File: src/rtl/hs_arb_pkg.sv
// rtl/hs_arb_pkg.sv - shared types and counter widths for the hiscore RAM arbiter
package hs_arb_pkg;

  typedef enum logic [1:0] {
    IDLE    = 2'd0,
    DRAIN   = 2'd1,
    GRANT   = 2'd2,
    RELEASE = 2'd3
  } arb_state_t;

  localparam int IDLE_CW = 4;
  localparam int TO_CW   = 12;

endpackage

File: src/rtl/hs_arb_idle_det.sv
// rtl/hs_arb_idle_det.sv - counts CPU-enabled cycles with no memory cycle; flags when the bus has settled
module hs_arb_idle_det
  import hs_arb_pkg::*;
#(
  parameter int SETTLE = 2
) (
  input  logic clk_sys,
  input  logic reset_n,
  input  logic clr,
  input  logic en,
  input  logic busy,
  output logic settled
);

  localparam logic [IDLE_CW-1:0] SETTLE_C = IDLE_CW'(SETTLE);

  logic [IDLE_CW-1:0] cnt_q;
  logic [IDLE_CW-1:0] cnt_d;

  always_comb begin
    cnt_d = cnt_q;
    if (clr) begin
      cnt_d = '0;
    end else if (en) begin
      if (busy) begin
        cnt_d = '0;
      end else if (cnt_q != SETTLE_C) begin
        cnt_d = cnt_q + 1'b1;
      end
    end
  end

  // Flag on the count being loaded so the grant lands on the same edge the count reaches SETTLE.
  assign settled = !clr && (cnt_d == SETTLE_C);

  always_ff @(posedge clk_sys or negedge reset_n) begin
    if (!reset_n) begin
      cnt_q <= '0;
    end else begin
      cnt_q <= cnt_d;
    end
  end

endmodule

File: src/rtl/hs_ram_arbiter.sv
// rtl/hs_ram_arbiter.sv - work-RAM port arbiter between game CPU and hiscore engine, merged CPU pause
// Optional DRAIN timeout with sticky hs_timeout flag when HS_ARB_TIMEOUT_EN is defined.
module hs_ram_arbiter
  import hs_arb_pkg::*;
#(
  parameter int AW      = 16,
  parameter int DW      = 8,
  parameter int SETTLE  = 2,
  parameter int TIMEOUT = 4095
) (
  input  logic          clk_sys,
  input  logic          reset_n,
  input  logic          cpu_cen,
  input  logic          cpu_mreq,
  input  logic [AW-1:0] cpu_addr,
  input  logic          cpu_we,
  input  logic [DW-1:0] cpu_wdata,
  output logic [DW-1:0] cpu_rdata,
  input  logic          pause_req,
  output logic          cpu_hold,
  input  logic          hs_access,
  input  logic [AW-1:0] hs_addr,
  input  logic          hs_we,
  input  logic [DW-1:0] hs_wdata,
  output logic [DW-1:0] hs_rdata,
  output logic          hs_grant,
  output logic          hs_ack,
`ifdef HS_ARB_TIMEOUT_EN
  output logic          hs_timeout,
`endif
  output logic [AW-1:0] ram_addr,
  output logic          ram_we,
  output logic [DW-1:0] ram_wdata,
  input  logic [DW-1:0] ram_rdata
);

  arb_state_t state_q;
  arb_state_t state_d;
  logic       settled;
  logic       force_grant;
  logic       hold_d;
  logic       grant_d;
  logic       issue;
  logic       pend_q;
  logic       pend_rd_q;

  hs_arb_idle_det #(
    .SETTLE (SETTLE)
  ) u_idle_det (
    .clk_sys (clk_sys),
    .reset_n (reset_n),
    .clr     (state_q != DRAIN),
    .en      (cpu_cen),
    .busy    (cpu_mreq),
    .settled (settled)
  );

`ifdef HS_ARB_TIMEOUT_EN
  localparam logic [TO_CW-1:0] TIMEOUT_C = TO_CW'(TIMEOUT);

  logic [TO_CW-1:0] to_cnt_q;

  assign force_grant = (state_q == DRAIN) && (to_cnt_q == TIMEOUT_C - 1'b1);

  always_ff @(posedge clk_sys or negedge reset_n) begin
    if (!reset_n) begin
      to_cnt_q   <= '0;
      hs_timeout <= 1'b0;
    end else begin
      to_cnt_q <= (state_q == DRAIN) ? to_cnt_q + 1'b1 : '0;
      if (force_grant && hs_access && !settled) begin
        hs_timeout <= 1'b1;
      end
    end
  end
`else
  logic [TO_CW-1:0] unused_timeout;

  assign unused_timeout = TO_CW'(TIMEOUT);
  assign force_grant    = 1'b0;
`endif

  always_comb begin
    state_d = state_q;
    case (state_q)
      IDLE:    if (hs_access) state_d = DRAIN;
      DRAIN: begin
        if (!hs_access) begin
          state_d = RELEASE;
        end else if (settled || force_grant) begin
          state_d = GRANT;
        end
      end
      GRANT:   if (!hs_access) state_d = RELEASE;
      RELEASE: state_d = IDLE;
      default: state_d = IDLE;
    endcase
    hold_d  = pause_req || (state_d != IDLE);
    grant_d = (state_d == GRANT);
    issue   = (state_q == GRANT) && hs_access;
  end

  // Ack and read capture both trail the issuing edge by one, so hs_rdata is valid with hs_ack.
  always_ff @(posedge clk_sys or negedge reset_n) begin
    if (!reset_n) begin
      state_q   <= IDLE;
      cpu_hold  <= 1'b0;
      hs_grant  <= 1'b0;
      hs_ack    <= 1'b0;
      hs_rdata  <= '0;
      pend_q    <= 1'b0;
      pend_rd_q <= 1'b0;
    end else begin
      state_q   <= state_d;
      cpu_hold  <= hold_d;
      hs_grant  <= grant_d;
      pend_q    <= issue;
      pend_rd_q <= issue && !hs_we;
      hs_ack    <= pend_q;
      if (pend_rd_q) begin
        hs_rdata <= ram_rdata;
      end
    end
  end

  always_comb begin
    if (hs_grant) begin
      ram_addr  = hs_addr;
      ram_we    = hs_we && hs_access;
      ram_wdata = hs_wdata;
    end else begin
      ram_addr  = cpu_addr;
      ram_we    = cpu_we && cpu_mreq;
      ram_wdata = cpu_wdata;
    end
  end

  assign cpu_rdata = ram_rdata;

endmodule

File: config.mk
export PLATFORM = sky130hd
export DESIGN_NAME = hs_ram_arbiter
export DESIGN_NICKNAME = d
export VERILOG_FILES = /design/src/rtl/hs_arb_pkg.sv /design/src/rtl/hs_arb_idle_det.sv /design/src/rtl/hs_ram_arbiter.sv
export SDC_FILE = /design/constraint.sdc
export NUM_CORES = 1
export LEC_CHECK = 0
export ABC_CLOCK_PERIOD_IN_PS = 2950
export BUFFER_PORTS_ARGS = -buffer_cell sky130_fd_sc_hd__buf_2
export CAP_MARGIN = 10
export CELL_PAD_IN_SITES_DETAIL_PLACEMENT = 1
export CELL_PAD_IN_SITES_GLOBAL_PLACEMENT = 1
export CORE_ASPECT_RATIO = 1.2
export CORE_MARGIN = 2
export CORE_UTILIZATION = 28
export CTS_BUF_LIST = sky130_fd_sc_hd__clkbuf_4 sky130_fd_sc_hd__clkbuf_8 sky130_fd_sc_hd__clkbuf_16
export CTS_CLUSTER_DIAMETER = 200
export DETAILED_ROUTE_END_ITERATION = 6
export GPL_ROUTABILITY_DRIVEN = 1
export GPL_TIMING_DRIVEN = 1
export PLACE_DENSITY_LB_ADDON = 0.1
export SLEW_MARGIN = 20
export SYNTH_ARGS = -nofsm -noshare
export SYNTH_HDL_FRONTEND = slang
export SYNTH_SLANG_ARGS = --single-unit
File: constraint.sdc
create_clock -name clk_sys -period 2.95 [get_ports clk_sys]
set_input_delay 0.295 -clock clk_sys [delete_from_list [all_inputs] [get_ports clk_sys]]
set_output_delay 0.295 -clock clk_sys [all_outputs]
set_load 0.01 [all_outputs]
== After elaboration in Yosys (flattened, before gate mapping) ==
Cells that the tools add are included.

* Multiplexer cells: 12
* Equal/unequal tests: 7
* Reductions and logical operators: 10
* $add $sub $neg: 1

{| class="wikitable"
|+ Operator list
! kind !! number
|-
| $mux W16 || 1
|-
| $mux W4 || 4
|-
| $mux W2 || 4
|-
| $mux W8 || 1
|-
| $pmux W2 S4 || 1
|-
| $eq A2 B2 Y1 const B || 3
|-
| $logic_and A1 B1 Y1 || 5
|-
| $add A4 B1 Y4 const B || 1
|-
| $eq A4 B2 Y1 const B || 1
|-
| $ne A4 B2 Y1 const B || 1
|-
| $eq A2 B1 Y1 const B || 1
|-
| $logic_not A1 Y1 || 2
|-
| $logic_not A2 Y1 || 1
|-
| $ne A2 B1 Y1 const B || 1
|-
| $reduce_bool A2 Y1 || 1
|-
| $logic_or A1 B1 Y1 || 1
|-
| $mux W1 || 1
|}

* Output and inout port bits: 44
* Logic and storage cells: 38
* Register bits: 19
* Input port bits: 64

== Logic depth before layout (Yosys ltp) ==
* Depth after elaboration: 12
* Gate-level depth with buffers: 7
* Mapped depth without buffers: 7

== Hierarchy ==
From an unflattened synthesis, not the netlist that was laid out.

* Cell total of the unflattened synthesis: 103
* Area total of the unflattened synthesis: 1282.5 um^2

{| class="wikitable"
|+ Modules (own cells, without submodules)
! module !! area an instance (um^2) !! cells each !! sequential area each (um^2) !! times used
|-
| hs_ram_arbiter || 1021.0 || 75 || 375.4 || 1
|-
| hs_arb_idle_det || 261.5 || 28 || 100.1 || 1
|}

== Worst setup path before layout ==
OpenSTA, ideal clock, no wires.

* Path kind: register to register
* Start: register u_idle_det.cnt_q[0]
* End: register state_q[0]
* Cell stages (with the launch flop): 8
* Data arrival time: 1.578 ns
* Slack: 1.251 ns
* Required time: 2.830 ns
* Library setup time: 0.120 ns
* Period minus slack after synthesis: 1.699 ns
* Buffers on the path: 0
* Path through: dfrtp_1 -> inv_1 -> ha_1 -> nor3b_4 -> o211ai_1 -> a2111oi_2 -> nand3_1 -> and4_1

* Word-level cells in the longest chain between the ends: 10

{| class="wikitable"
|+ Ends and longest elaborated chain
! item !! RTL line !! text
|-
| from (decl) || hs_arb_idle_det.sv:17 || <nowiki>logic [IDLE_CW-1:0] cnt_q;</nowiki>
|-
| from (signal assigned) || hs_arb_idle_det.sv:40 || <nowiki>cnt_q <= cnt_d;</nowiki>
|-
| $add A4 B1 Y4 or $ne A4 B2 Y1 (tied branches) || hs_arb_idle_det.sv:28, hs_arb_idle_det.sv:27 ||
|-
| $mux W4 || hs_arb_idle_det.sv:27 || <nowiki>end else if (cnt_q != SETTLE_C) begin</nowiki>
|-
| $mux W4 || hs_arb_idle_det.sv:25 || <nowiki>if (busy) begin</nowiki>
|-
| $mux W4 (*) || hs_arb_idle_det.sv:24 || <nowiki>end else if (en) begin</nowiki>
|-
| $mux W4 (*) || hs_arb_idle_det.sv:22 || <nowiki>if (clr) begin</nowiki>
|-
| $eq A4 B2 Y1 (*) || hs_arb_idle_det.sv:34 || <nowiki>assign settled = !clr && (cnt_d == SETTLE_C);</nowiki>
|-
| $logic_and A1 B1 Y1 (*) || hs_arb_idle_det.sv:34 ||
|-
| $mux W2 (*) || hs_ram_arbiter.sv:90 || <nowiki>end else if (settled || force_grant) begin</nowiki>
|-
| $mux W2 (*) || hs_ram_arbiter.sv:88 || <nowiki>if (!hs_access) begin</nowiki>
|-
| $pmux W2 S4 (*) || hs_ram_arbiter.sv:85 || <nowiki>case (state_q)</nowiki>
|-
| named net state_d[0] || hs_ram_arbiter.sv:38 || <nowiki>arb_state_t state_d;</nowiki>
|-
| to (signal assigned) || hs_ram_arbiter.sv:114 || <nowiki>state_q <= state_d;</nowiki>
|-
| to (decl) || hs_ram_arbiter.sv:37 || <nowiki>arb_state_t state_q;</nowiki>
|}

The timed path passes the listed nets; every way through them passes the cells marked *.
A chain may end at the register's enable or synchronous reset.

== Worst setup path after layout ==
* Start: register hs_grant
* End: output ram_addr[9]

* Word-level cells in the longest chain between the ends: 1

{| class="wikitable"
|+ Ends and longest elaborated chain
! item !! RTL line !! text
|-
| from (decl) || hs_ram_arbiter.sv:26 || <nowiki>output logic hs_grant,</nowiki>
|-
| from (signal assigned) || hs_ram_arbiter.sv:116 || <nowiki>hs_grant <= grant_d;</nowiki>
|-
| $mux W16 || hs_ram_arbiter.sv:127 || <nowiki>if (hs_grant) begin</nowiki>
|-
| to (decl) || hs_ram_arbiter.sv:31 || <nowiki>output logic [AW-1:0] ram_addr,</nowiki>
|}

No other way between the ends.

==> reports/metrics.csv <==
metric,value,unit
crit path launch type,register,
Mapped Cells,108,
DR vias,1190,
Worst VDD drop,207,uV
GRT Residual Overflow,0,
Final setup violation count,0,
part of the power in registers,0.404,
die span in x,64.0,um
Buf/Inv on CP,1,
"Largest delay share family, worst path",flip-flops,
drt drc,0,
Routed wire per std cell,14.0,um
GPL Wtd Cong,0.735,
power density of the placed cells,582,nW/um2
CTS Buffer Depth,2,
CP Cell Sequence,mux2_2 > buf_2,
chip height,76.0,um
status,finished clean,
share of the synthesized area in the top cell type,0.393,
Clk network pwr share,0.167,
Worst-Skew Late Latency,0.25,ns
Hold Startpoint,pause_req,
Iter 0 DRT Violations,23,
cell taking the most area after synthesis,dfrtp_1,
total iterations of the first detailed-routing run,4,
CP endpoint kind,output pin,
reg-to-reg endpoint,state_q[0],
WHS Endpoint,cpu_hold,
"Hold Vio Cnt, Final",0,
share of cells above drive strength 1,0.712,
RSZ-0062 raised after global routing,no,
Initial Utilization,0.288,
antenna violations before repair,0,
Clock Skews,0.00207,ns
Num CTS Buffers,3,
Max Cap Viol,0,
total power,1.04,mW
most frequent cells in the layout,"buf_2, mux2_2, dfrtp_1, inv_1, nor2_1",
vias in the first global route,1254,
CTS sink count,19,
shortest period the worst path allows,2.11,ns
post-synth cell types,31,
most common library cell in the layout ignoring fill and taps,buf_2,
period utilization,0.715,
synth top area cells,"dfrtp_1, mux2_2, buf_4, ha_1, or2b_1",
total track usage,0.155,
Crit Path Category,reg -> out,
Vias/cell,4.51,
Rows,26,
I/O pin cnt,108,
largest net degree at the start of global routing,28,
# diodes,0,
routed wire length,3690,um
largest stage delay on the critical path,0.99,ns
Worst Path Arrival,1.81,ns
Max transition margin,0.340,
Worst EP required,2.65,ns
internal power,685,uW
CTS tree,done,
switching power,358,uW
Logic pwr share,0.428,
Crit Reg-Reg Startpoint,u_idle_det.cnt_q[0],
Avg Inst Size Synth,11.2,um2
Crit-path slowest cell,dfrtp_1,
Final ANT Viol Nets,0,
CTS root buf,clkbuf_8,
"Reg clk slew, reported paths",0.07,ns
post-synthesis sequential area ratio,0.393,
yosys warns,0,
Yosys reg bits,19,
core area,4200,um2
Synth Cell Area,1210,um2
worst r2r path cells,7,
final layout net count,275,
Area growth syn-to-layout,48.3,%
worst reg-to-reg setup slack,1.10,ns
"Slew Viols, Final",0,
Post-DP HPWL,3130,um
Switching Fraction,0.343,
# port buffers,107,
Pleak,0.938,nW
Die Area,4870,um2
Fmax,474,MHz
CTS H-tree lvls,1,
crit-path max FO,27,
first-pass GRT wire length,6000,um
worst-margin pin slew,0.990,ns
worst hold stages,2,
Worst Hold Class,in -> reg,
Setup Total Neg Slack,0,ns
post-synth net total,174,
## synth_stat cells (all sizes together)
library cell   n
a21o           2
o21ai          4
and4           1
dfrtp         19
clkbuf         2
a21oi          2
nand4bb        1
nand3          3
nor3           3
mux2          32
o21bai         1
or2b           3
ha             2
or3            1
a31oi          1
a2bb2oi        1
inv            5
nand2b         1
a221o          1
nor2           5
o21a           1
a2111oi        1
o211ai         1
buf           10
nand2          3
nor3b          1
and2           1
## how the worst max path moves through the flow
stage	slack, ns	endpoint	from	cells after the start
2_1_floorplan	1.25	state_q[0]	u_idle_det.cnt_q[0]	7
3_3_place_gp	1.16	ram_wdata[2]	hs_grant	2
3_5_place_dp	1.10	ram_addr[10]	hs_grant	2
4_1_cts	0.82	ram_addr[10]	hs_grant	2
5_1_grt	0.72	ram_addr[9]	hs_grant	2
6_report	0.84	ram_addr[9]	hs_grant	2
## per-layer routing
metal | global-route usage | share of wire
met2 | 0.317 | 0.60
met1 | 0.156 | 0.35
met5 | 0 | 0
met4 | 0.0326 | 0.0073
met3 | 0.0251 | 0.047
## repair_timing
| action | 4_1_cts | 5_1_grt |
|---|---|---|
| buffers inserted | 0 | 0 |
| resized for setup | 0 | 0 |
| hold endpoints to repair | 19 | 0 |
| hold buffers | 1 | 0 |
## sequential cells by signal, indices dropped and copies added, names as in the netlist
register and flops:
hs_grant 1, hs_rdata 8, pend_rd_q 1, state_q 2, u_idle_det.cnt_q 4, hs_ack 1
pend_q 1, cpu_hold 1
## power by group through the flow
stage / Sequential [mW] / Combinational (mW) / Clock (mW)
floorplan: 0.428 / 0.258 / 0
global placement: 0.420 / 0.441 / 0
detailed placement: 0.428 / 0.451 / 0
CTS: 0.423 / 0.455 / 0.185
global route: 0.439 / 0.489 / 0.202
finish: 0.422 / 0.447 / 0.175
## per-stage QoR
step                      std cells  setup slack (ns)  utilization  area [um2]  hold WS (ns)
after floorplan                 108              1.25            -        1210     -0.000591
after global placement          259              1.16        0.414        1740         0.261
after detailed placement        259              1.10        0.414        1740         0.259
after CTS                       264             0.820        0.428        1790         0.220
after global routing            264             0.716        0.428        1790         0.222
final                           264             0.842        0.428        1790         0.228
## cell type report
cell class | instances | area [um2]
Clock buffer | 3 | 41.3
Fill cell | 515 | 2400
Timing Repair Buffer | 108 | 546
Multi-Input combinational cell | 72 | 638
Sequential cell | 19 | 475
Clock inverter | 1 | 5.00
Inverter | 5 | 18.8
Tap cell | 56 | 70.1
## cell families after synthesis
family | synth area share
multiplexers | 0.298
AND/OR/NAND/NOR | 0.119
flip-flops | 0.393
buffers and inverters | 0.0796
AO/OA/AOI/OAI | 0.0900
adder cells (fa/ha/maj) | 0.0207
Note: power is estimated with default switching activity, not from simulation.
